<file path="src/rtl/fib_stream_pkg.sv">
// -----------------------------------------------------------------------------
// fib_stream_pkg
// Shared types for the streaming Fibonacci generator.
//   ovf_mode_e : overflow policy (WRAP / SATURATE / STOP)
//   state_e    : generator FSM states
//   decode_mode: maps the raw 2-bit mode input onto ovf_mode_e; the
//                reserved code 3 behaves as WRAP.
// -----------------------------------------------------------------------------
package fib_stream_pkg;

  localparam int MODE_W = 2;

  typedef enum logic [MODE_W-1:0] {
    WRAP     = 2'd0,
    SATURATE = 2'd1,
    STOP     = 2'd2
  } ovf_mode_e;

  typedef enum logic {
    IDLE = 1'b0,
    RUN  = 1'b1
  } state_e;

  function automatic ovf_mode_e decode_mode(input logic [MODE_W-1:0] raw);
    ovf_mode_e mode;
    case (raw)
      2'd1:    mode = SATURATE;
      2'd2:    mode = STOP;
      default: mode = WRAP;
    endcase
    return mode;
  endfunction

endpackage

</file>
<file path="src/rtl/fib_sat_add.sv">
// -----------------------------------------------------------------------------
// fib_sat_add
// Combinational adder with overflow policy applied to the sum.
// Ports:
//   i_a, i_b : operands (WIDTH bits)
//   i_mode   : overflow policy; SATURATE clamps to all-ones on carry,
//              WRAP and STOP return the modulo sum
//   o_sum    : policy-adjusted sum
//   o_carry  : raw carry-out of i_a + i_b
// -----------------------------------------------------------------------------
module fib_sat_add
  import fib_stream_pkg::*;
#(
  parameter int WIDTH = 32
) (
  input  logic [WIDTH-1:0] i_a,
  input  logic [WIDTH-1:0] i_b,
  input  ovf_mode_e        i_mode,
  output logic [WIDTH-1:0] o_sum,
  output logic             o_carry
);

  logic [WIDTH:0] w_raw;

  assign w_raw = {1'b0, i_a} + {1'b0, i_b};

  // Apply the overflow policy to the raw sum.
  always_comb begin
    o_carry = w_raw[WIDTH];
    if ((i_mode == SATURATE) && w_raw[WIDTH]) begin
      o_sum = {WIDTH{1'b1}};
    end else begin
      o_sum = w_raw[WIDTH-1:0];
    end
  end

endmodule

</file>
<file path="src/rtl/fib_stream_gen.sv">
// -----------------------------------------------------------------------------
// fib_stream_gen
// Streaming Fibonacci generator: seeds, term count and overflow policy are
// captured on an accepted start; terms are then emitted over valid/ready.
// Ports:
//   clk, reset          : rising-edge clock, synchronous active-high reset
//   start               : begin a sequence (ignored unless idle and count!=0)
//   seed0, seed1        : first two terms
//   count               : number of terms to emit
//   ovf_mode            : 0 WRAP, 1 SATURATE, 2 STOP, 3 treated as WRAP
//   out_data/out_index  : current term and its zero-based index
//   out_valid/out_ready : stream handshake
//   out_last            : current term is the final one
//   busy                : sequence in progress
//   overflow            : sticky overflow flag for the current/last sequence
// -----------------------------------------------------------------------------
module fib_stream_gen
  import fib_stream_pkg::*;
#(
  parameter int DATA_WIDTH = 32,
  parameter int CNT_WIDTH  = 16
) (
  input  logic                  clk,
  input  logic                  reset,
  input  logic                  start,
  input  logic [DATA_WIDTH-1:0] seed0,
  input  logic [DATA_WIDTH-1:0] seed1,
  input  logic [CNT_WIDTH-1:0]  count,
  input  logic [1:0]            ovf_mode,
  output logic [DATA_WIDTH-1:0] out_data,
  output logic                  out_valid,
  input  logic                  out_ready,
  output logic                  out_last,
  output logic [CNT_WIDTH-1:0]  out_index,
  output logic                  busy,
  output logic                  overflow
);

  localparam logic [CNT_WIDTH-1:0] CNT_ZERO = {CNT_WIDTH{1'b0}};
  localparam logic [CNT_WIDTH-1:0] CNT_ONE  = {{(CNT_WIDTH-1){1'b0}}, 1'b1};

  state_e                r_state;
  state_e                w_state_nxt;
  logic                  w_accept;
  logic                  w_xfer;
  logic                  w_done;

  logic [DATA_WIDTH-1:0] r_cur;
  logic [DATA_WIDTH-1:0] r_nxt;
  logic                  r_cur_ovf;
  logic                  r_nxt_ovf;
  logic [CNT_WIDTH-1:0]  r_idx;
  logic [CNT_WIDTH-1:0]  r_count;
  ovf_mode_e             r_mode;
  logic                  r_overflow;
  logic                  r_last;

  logic [DATA_WIDTH-1:0] w_sum;
  logic                  w_carry;
  logic [CNT_WIDTH-1:0]  w_idx_inc;
  logic                  w_last_nxt;

  // Next term is always computed from the two held terms.
  fib_sat_add #(
    .WIDTH (DATA_WIDTH)
  ) u_add (
    .i_a     (r_cur),
    .i_b     (r_nxt),
    .i_mode  (r_mode),
    .o_sum   (w_sum),
    .o_carry (w_carry)
  );

  assign w_idx_inc = r_idx + CNT_ONE;
  // The term about to become current is last either by count or because the
  // term after it would overflow in STOP mode (overflowed terms never leave).
  assign w_last_nxt = (w_idx_inc == (r_count - CNT_ONE)) ||
                      ((r_mode == STOP) && w_carry);

  // FSM state register.
  always_ff @(posedge clk) begin
    if (reset) begin
      r_state <= IDLE;
    end else begin
      r_state <= w_state_nxt;
    end
  end

  // FSM next-state and handshake decode.
  always_comb begin
    w_state_nxt = r_state;
    w_accept    = 1'b0;
    w_xfer      = 1'b0;
    w_done      = 1'b0;
    case (r_state)
      IDLE: begin
        if (start && (count != CNT_ZERO)) begin
          w_accept    = 1'b1;
          w_state_nxt = RUN;
        end else begin
          w_state_nxt = IDLE;
        end
      end
      RUN: begin
        if (out_ready) begin
          w_xfer = 1'b1;
          if (r_last) begin
            w_done      = 1'b1;
            w_state_nxt = IDLE;
          end else begin
            w_state_nxt = RUN;
          end
        end else begin
          w_state_nxt = RUN;
        end
      end
      default: begin
        w_state_nxt = IDLE;
      end
    endcase
  end

  // Term pipeline, index, last and sticky overflow.
  always_ff @(posedge clk) begin
    if (reset) begin
      r_cur      <= {DATA_WIDTH{1'b0}};
      r_nxt      <= {DATA_WIDTH{1'b0}};
      r_cur_ovf  <= 1'b0;
      r_nxt_ovf  <= 1'b0;
      r_idx      <= CNT_ZERO;
      r_count    <= CNT_ZERO;
      r_mode     <= WRAP;
      r_overflow <= 1'b0;
      r_last     <= 1'b0;
    end else if (w_accept) begin
      r_cur      <= seed0;
      r_nxt      <= seed1;
      r_cur_ovf  <= 1'b0;
      r_nxt_ovf  <= 1'b0;
      r_idx      <= CNT_ZERO;
      r_count    <= count;
      r_mode     <= decode_mode(ovf_mode);
      r_overflow <= 1'b0;
      r_last     <= (count == CNT_ONE);
    end else if (w_xfer) begin
      // WRAP/SATURATE flag an emitted overflowed term; STOP flags the early end.
      if (r_cur_ovf || ((r_mode == STOP) && r_nxt_ovf)) begin
        r_overflow <= 1'b1;
      end
      if (w_done) begin
        // data and index hold their final values while idle
        r_last <= 1'b0;
      end else begin
        r_cur     <= r_nxt;
        r_cur_ovf <= r_nxt_ovf;
        r_nxt     <= w_sum;
        r_nxt_ovf <= w_carry;
        r_idx     <= w_idx_inc;
        r_last    <= w_last_nxt;
      end
    end
  end

  assign out_data  = r_cur;
  assign out_index = r_idx;
  assign out_valid = (r_state == RUN);
  assign busy      = (r_state == RUN);
  assign out_last  = r_last;
  assign overflow  = r_overflow;

endmodule

</file>
<file path="config.mk">
export PLATFORM = sky130hd
export DESIGN_NAME = fib_stream_gen
export DESIGN_NICKNAME = d
export VERILOG_FILES = /design/src/rtl/fib_stream_pkg.sv /design/src/rtl/fib_sat_add.sv /design/src/rtl/fib_stream_gen.sv
export SDC_FILE = /design/constraint.sdc
export NUM_CORES = 1
export LEC_CHECK = 0
export CORE_MARGIN = 10
export CORE_UTILIZATION = 45
export DETAILED_ROUTE_END_ITERATION = 10
export HOLD_SLACK_MARGIN = 0.03
export PLACE_DENSITY = 0.71
export SYNTH_ARGS = -nofsm -noshare
export SYNTH_HDL_FRONTEND = slang
export SYNTH_SLANG_ARGS = --single-unit
</file>
<file path="constraint.sdc">
create_clock -name clk -period 2.99 [get_ports clk]
set_clock_uncertainty 0.2 [all_clocks]
set_input_delay 0.299 -clock clk [delete_from_list [all_inputs] [get_ports clk]]
set_output_delay 0.299 -clock clk [all_outputs]
set_load 0.05 [all_outputs]
</file>
==> impl_metrics.toml <==
[status]
status = "finished, final reports clean"

[worst_hold_path]
worst_hold_path_type = "in -> reg"
worstHoldPathCells = 2
hold-path-endpoint = "r_count[5]"
hp-start = "reset"

[die]
die_width_um = 145
initial_utilization = 0.461
floorplan_die_height_um = 145
fp.dieArea_um2 = 20900
design.portCount = 138
placement_rows = 45
design.core.area_um2 = 15200

[timing]
post-route-min-period_ps = 2920
grt_setup_unrepaired = "yes"
timing_hold_violations_final = 0
fmax_ghz = 0.343
post-route-worst-setup-slack_ps = 74.2
finalCritPeriodShare = 0.975
fin_worst_hold_slack_ps = 127
tns_ps = 0
drv_slew = 0
maxSlewHeadroom = 0.572
tightestPinTransition_ps = 636
setup_violations = 0

[clocking]
htreeDepth = 3
numCtsBuffers = 9
clk_pin_slew_ps = 80
cts_tree = "done"
tritoncts_sinks = 103
cts.path.max_buffers = 2
clk-insertion-delay-late_ps = 360
clockRootBuffer = "sky130_fd_sc_hd__clkbuf_16"

[placement]
preCtsSetupSlack_ps = 24.4
gp_congestion = 0.912
port-buffer-count = 137
detailed_place_hpwl_mm = 15.9
placedInstanceArea_um2 = 8750

[critical_path]
category_of_the_most_critical_setup_path = "reg -> reg"
cp.required_ps = 3050
setup.worst_path.start_class = "flip-flop"
setup.worst_path.end_class = "flip-flop"
critical_path_peak_fanout = 8
reg2reg_slack_ps = 70
cp.arrival_ps = 2980
worst_r2r_endpoint = "r_nxt[27]"
crit-reg2reg-launch = "r_nxt[11]"
register_to_register_path_depth = 8

[grt]
grt_util_all_layers = 0.207
globalRouteOverflowTotal = 0
grt_use_met2 = 0.330
met3_resource_use_gr = 0.0434
grt_first_pass_wirelength_mm = 35.5
gr-usage-met1 = 0.278
gr-max-usage-layer = "met2"
pin_count_of_the_biggest_net_entering_global_routing = 65
antenna_found_initial = 0
grt_pass1_vias = 6947

[logic_synthesis]
ys.flop_type = "sky130_fd_sc_hd__dfxtp_1"
synth.top_cells.by_area = "sky130_fd_sc_hd__dfxtp_1, sky130_fd_sc_hd__nand2_1, sky130_fd_sc_hd__xnor2_1"
synth.cell_area_um2 = 7000
count_of_synthesis_stage_warnings_from_yosys = 0
netlist.top_cell.by_area = "sky130_fd_sc_hd__dfxtp_1"
synthCells = 908
synth.ff_latch_count = 103
ys_seq_area_frac = 0.294
yosysMostFrequentCell = "sky130_fd_sc_hd__nand2_1"
asyncSetResetFlopFracSynth = 0
synth-edff-count = 0
synthDominantCellAreaShare = 0.294
synth_fp_nets = 1029
synth.distinct_cells = 72
most_instantiated_cells_after_synthesis = "sky130_fd_sc_hd__nand2_1, sky130_fd_sc_hd__dfxtp_1, sky130_fd_sc_hd__nor2_1"
syn-mean-instance-area_um2 = 7.71

[finish]
fin_area_um2 = 9100
layout.filler_cells = 1395
finish.net_count = 1164
num_antenna_cells = 0
final_layout_size_suffix_gt1_frac = 0.0859
finish.utilization = 0.599
area_growth_syn_to_layout_pct = 30.0

[route]
routed_wirelength_mm = 21.7
antenna_left = 0
drc_errors_left = 0
firstDrtPassIters = 7
wl_per_cell_um = 17.6
dr.first_iter.drc_count = 602
post_drt_via_cell_ratio = 5.83
vias = 7208

[power]
comb_power_share = 0.319
power.sequential.fraction = 0.382
p_int_mw = 2.71
share_clk_of_total_power = 0.298
max-vdd-ir-drop_mv = 0.378
powerDensity_nw_per_um2 = 453
power.switching_fraction = 0.343
netSwitchingPower_mw = 1.42
p_leak_nw = 3.47

[run]
total_of_max_cap_violations = 0
## worst max path at each step
| stage | start | end | slack [ps] | cells after the start |
|---|---|---|---|---|
| 2_1_floorplan | out_index[1] | out_last | 30 | 8 |
| 3_3_place_gp | out_data[0] | r_nxt[7] | 90 | 9 |
| 3_5_place_dp | out_data[0] | r_nxt[3] | 20 | 9 |
| 4_1_cts | out_data[0] | r_nxt[3] | 10 | 9 |
| 5_1_grt | r_nxt[11] | r_nxt[23] | -20 | 8 |
| 6_report | r_nxt[11] | r_nxt[27] | 70 | 8 |
## cell families (layout without fill, tap and decap cells)
kind of cell             Yosys count  in the layout  synth area share
XOR/XNOR                          77             77            0.0994
adder cells (fa/ha/maj)           35             35            0.0636
AND/OR/NAND/NOR                  353            353             0.230
buffers and inverters             69            209            0.0422
flip-flops                       103            103             0.294
multiplexers                       7              7            0.0100
AO/OA/AOI/OAI                    264            264             0.260
## per-layer routing
| metal | part of all wire | wire, um | vias up |
|---|---|---|---|
| met5 | 0 | 0 | - |
| met4 | 0.010 | 223 | 0 |
| met3 | 0.066 | 1440 | 18 |
| met2 | 0.45 | 9740 | 229 |
| met1 | 0.48 | 10300 | 3392 |
| li1 | - | - | 3569 |
## cells in the final DEF (no fill, tap or decap), types with 10 or more instances in the layout
cell type and n:
sky130_fd_sc_hd__or3_1 17, sky130_fd_sc_hd__nand2_1 176, sky130_fd_sc_hd__nand3_1 15, sky130_fd_sc_hd__a21o_1 19, sky130_fd_sc_hd__inv_1 12, sky130_fd_sc_hd__nand4_1 11, sky130_fd_sc_hd__nor3_1 11, sky130_fd_sc_hd__buf_4 38
sky130_fd_sc_hd__xnor2_1 52, sky130_fd_sc_hd__dfxtp_1 101, sky130_fd_sc_hd__a221oi_1 11, sky130_fd_sc_hd__clkdlybuf4s50_1 136, sky130_fd_sc_hd__o21ai_0 45, sky130_fd_sc_hd__xor2_1 23, sky130_fd_sc_hd__a21oi_1 73, sky130_fd_sc_hd__ha_1 33
sky130_fd_sc_hd__a311oi_1 42, sky130_fd_sc_hd__nor2_1 77, sky130_fd_sc_hd__nor4_1 10
## power groups by stage
stage | Sequential, mW | Combinational (mW) | Clock [mW]
global placement | 1.61 | 1.28 | 0
CTS | 1.58 | 1.30 | 1.24
finish | 1.58 | 1.32 | 1.23
detailed placement | 1.61 | 1.29 | 0
floorplan | 1.72 | 0.745 | 0
global route | 1.59 | 1.44 | 1.29
## final cells by class
class | instances | area, um2 | area share
multi-input combinational | 736 | 4700 | 0.517
sequential | 103 | 2060 | 0.227
timing repair buffer | 181 | 1750 | 0.193
clock buffer | 12 | 246 | 0.0271
tap | 188 | 235 | 0.0258
clock inverter | 4 | 53.8 | 0.00591
inverter | 12 | 45.0 | 0.00495
## critical path, stage by stage (launching register included)
cell                        delay, ps
sky130_fd_sc_hd__dfxtp_1          350
sky130_fd_sc_hd__ha_1             420
sky130_fd_sc_hd__nand2_1          100
sky130_fd_sc_hd__nor2_1           270
sky130_fd_sc_hd__o211ai_1         270
sky130_fd_sc_hd__a2111oi_0        620
sky130_fd_sc_hd__a31oi_1          180
sky130_fd_sc_hd__xor2_1           170
sky130_fd_sc_hd__a221oi_1         240
## state kept, by name, indices dropped and copies added (netlist names)
name and flops:
r_mode 2, busy 1, r_cur_ovf 1, overflow 1, r_nxt 32, out_index 16
r_count 16, r_nxt_ovf 1, out_last 1, out_data 32
## metrics by stage
| stage | instances | power [mW] |
|---|---|---|
| finish | 1236 | 4.13 |
| detailed placement | 1219 | 2.90 |
| floorplan | 908 | 2.47 |
| global placement | 1219 | 2.89 |
| global route | 1236 | 4.32 |
| CTS | 1235 | 4.12 |
## what timing repair did
item	CTS	global route
hold buffers	0	0
endpoints found under the setup margin	0	33
setup buffers	0	1
resized for setup	0	10
(Power assumes the default switching activity.)
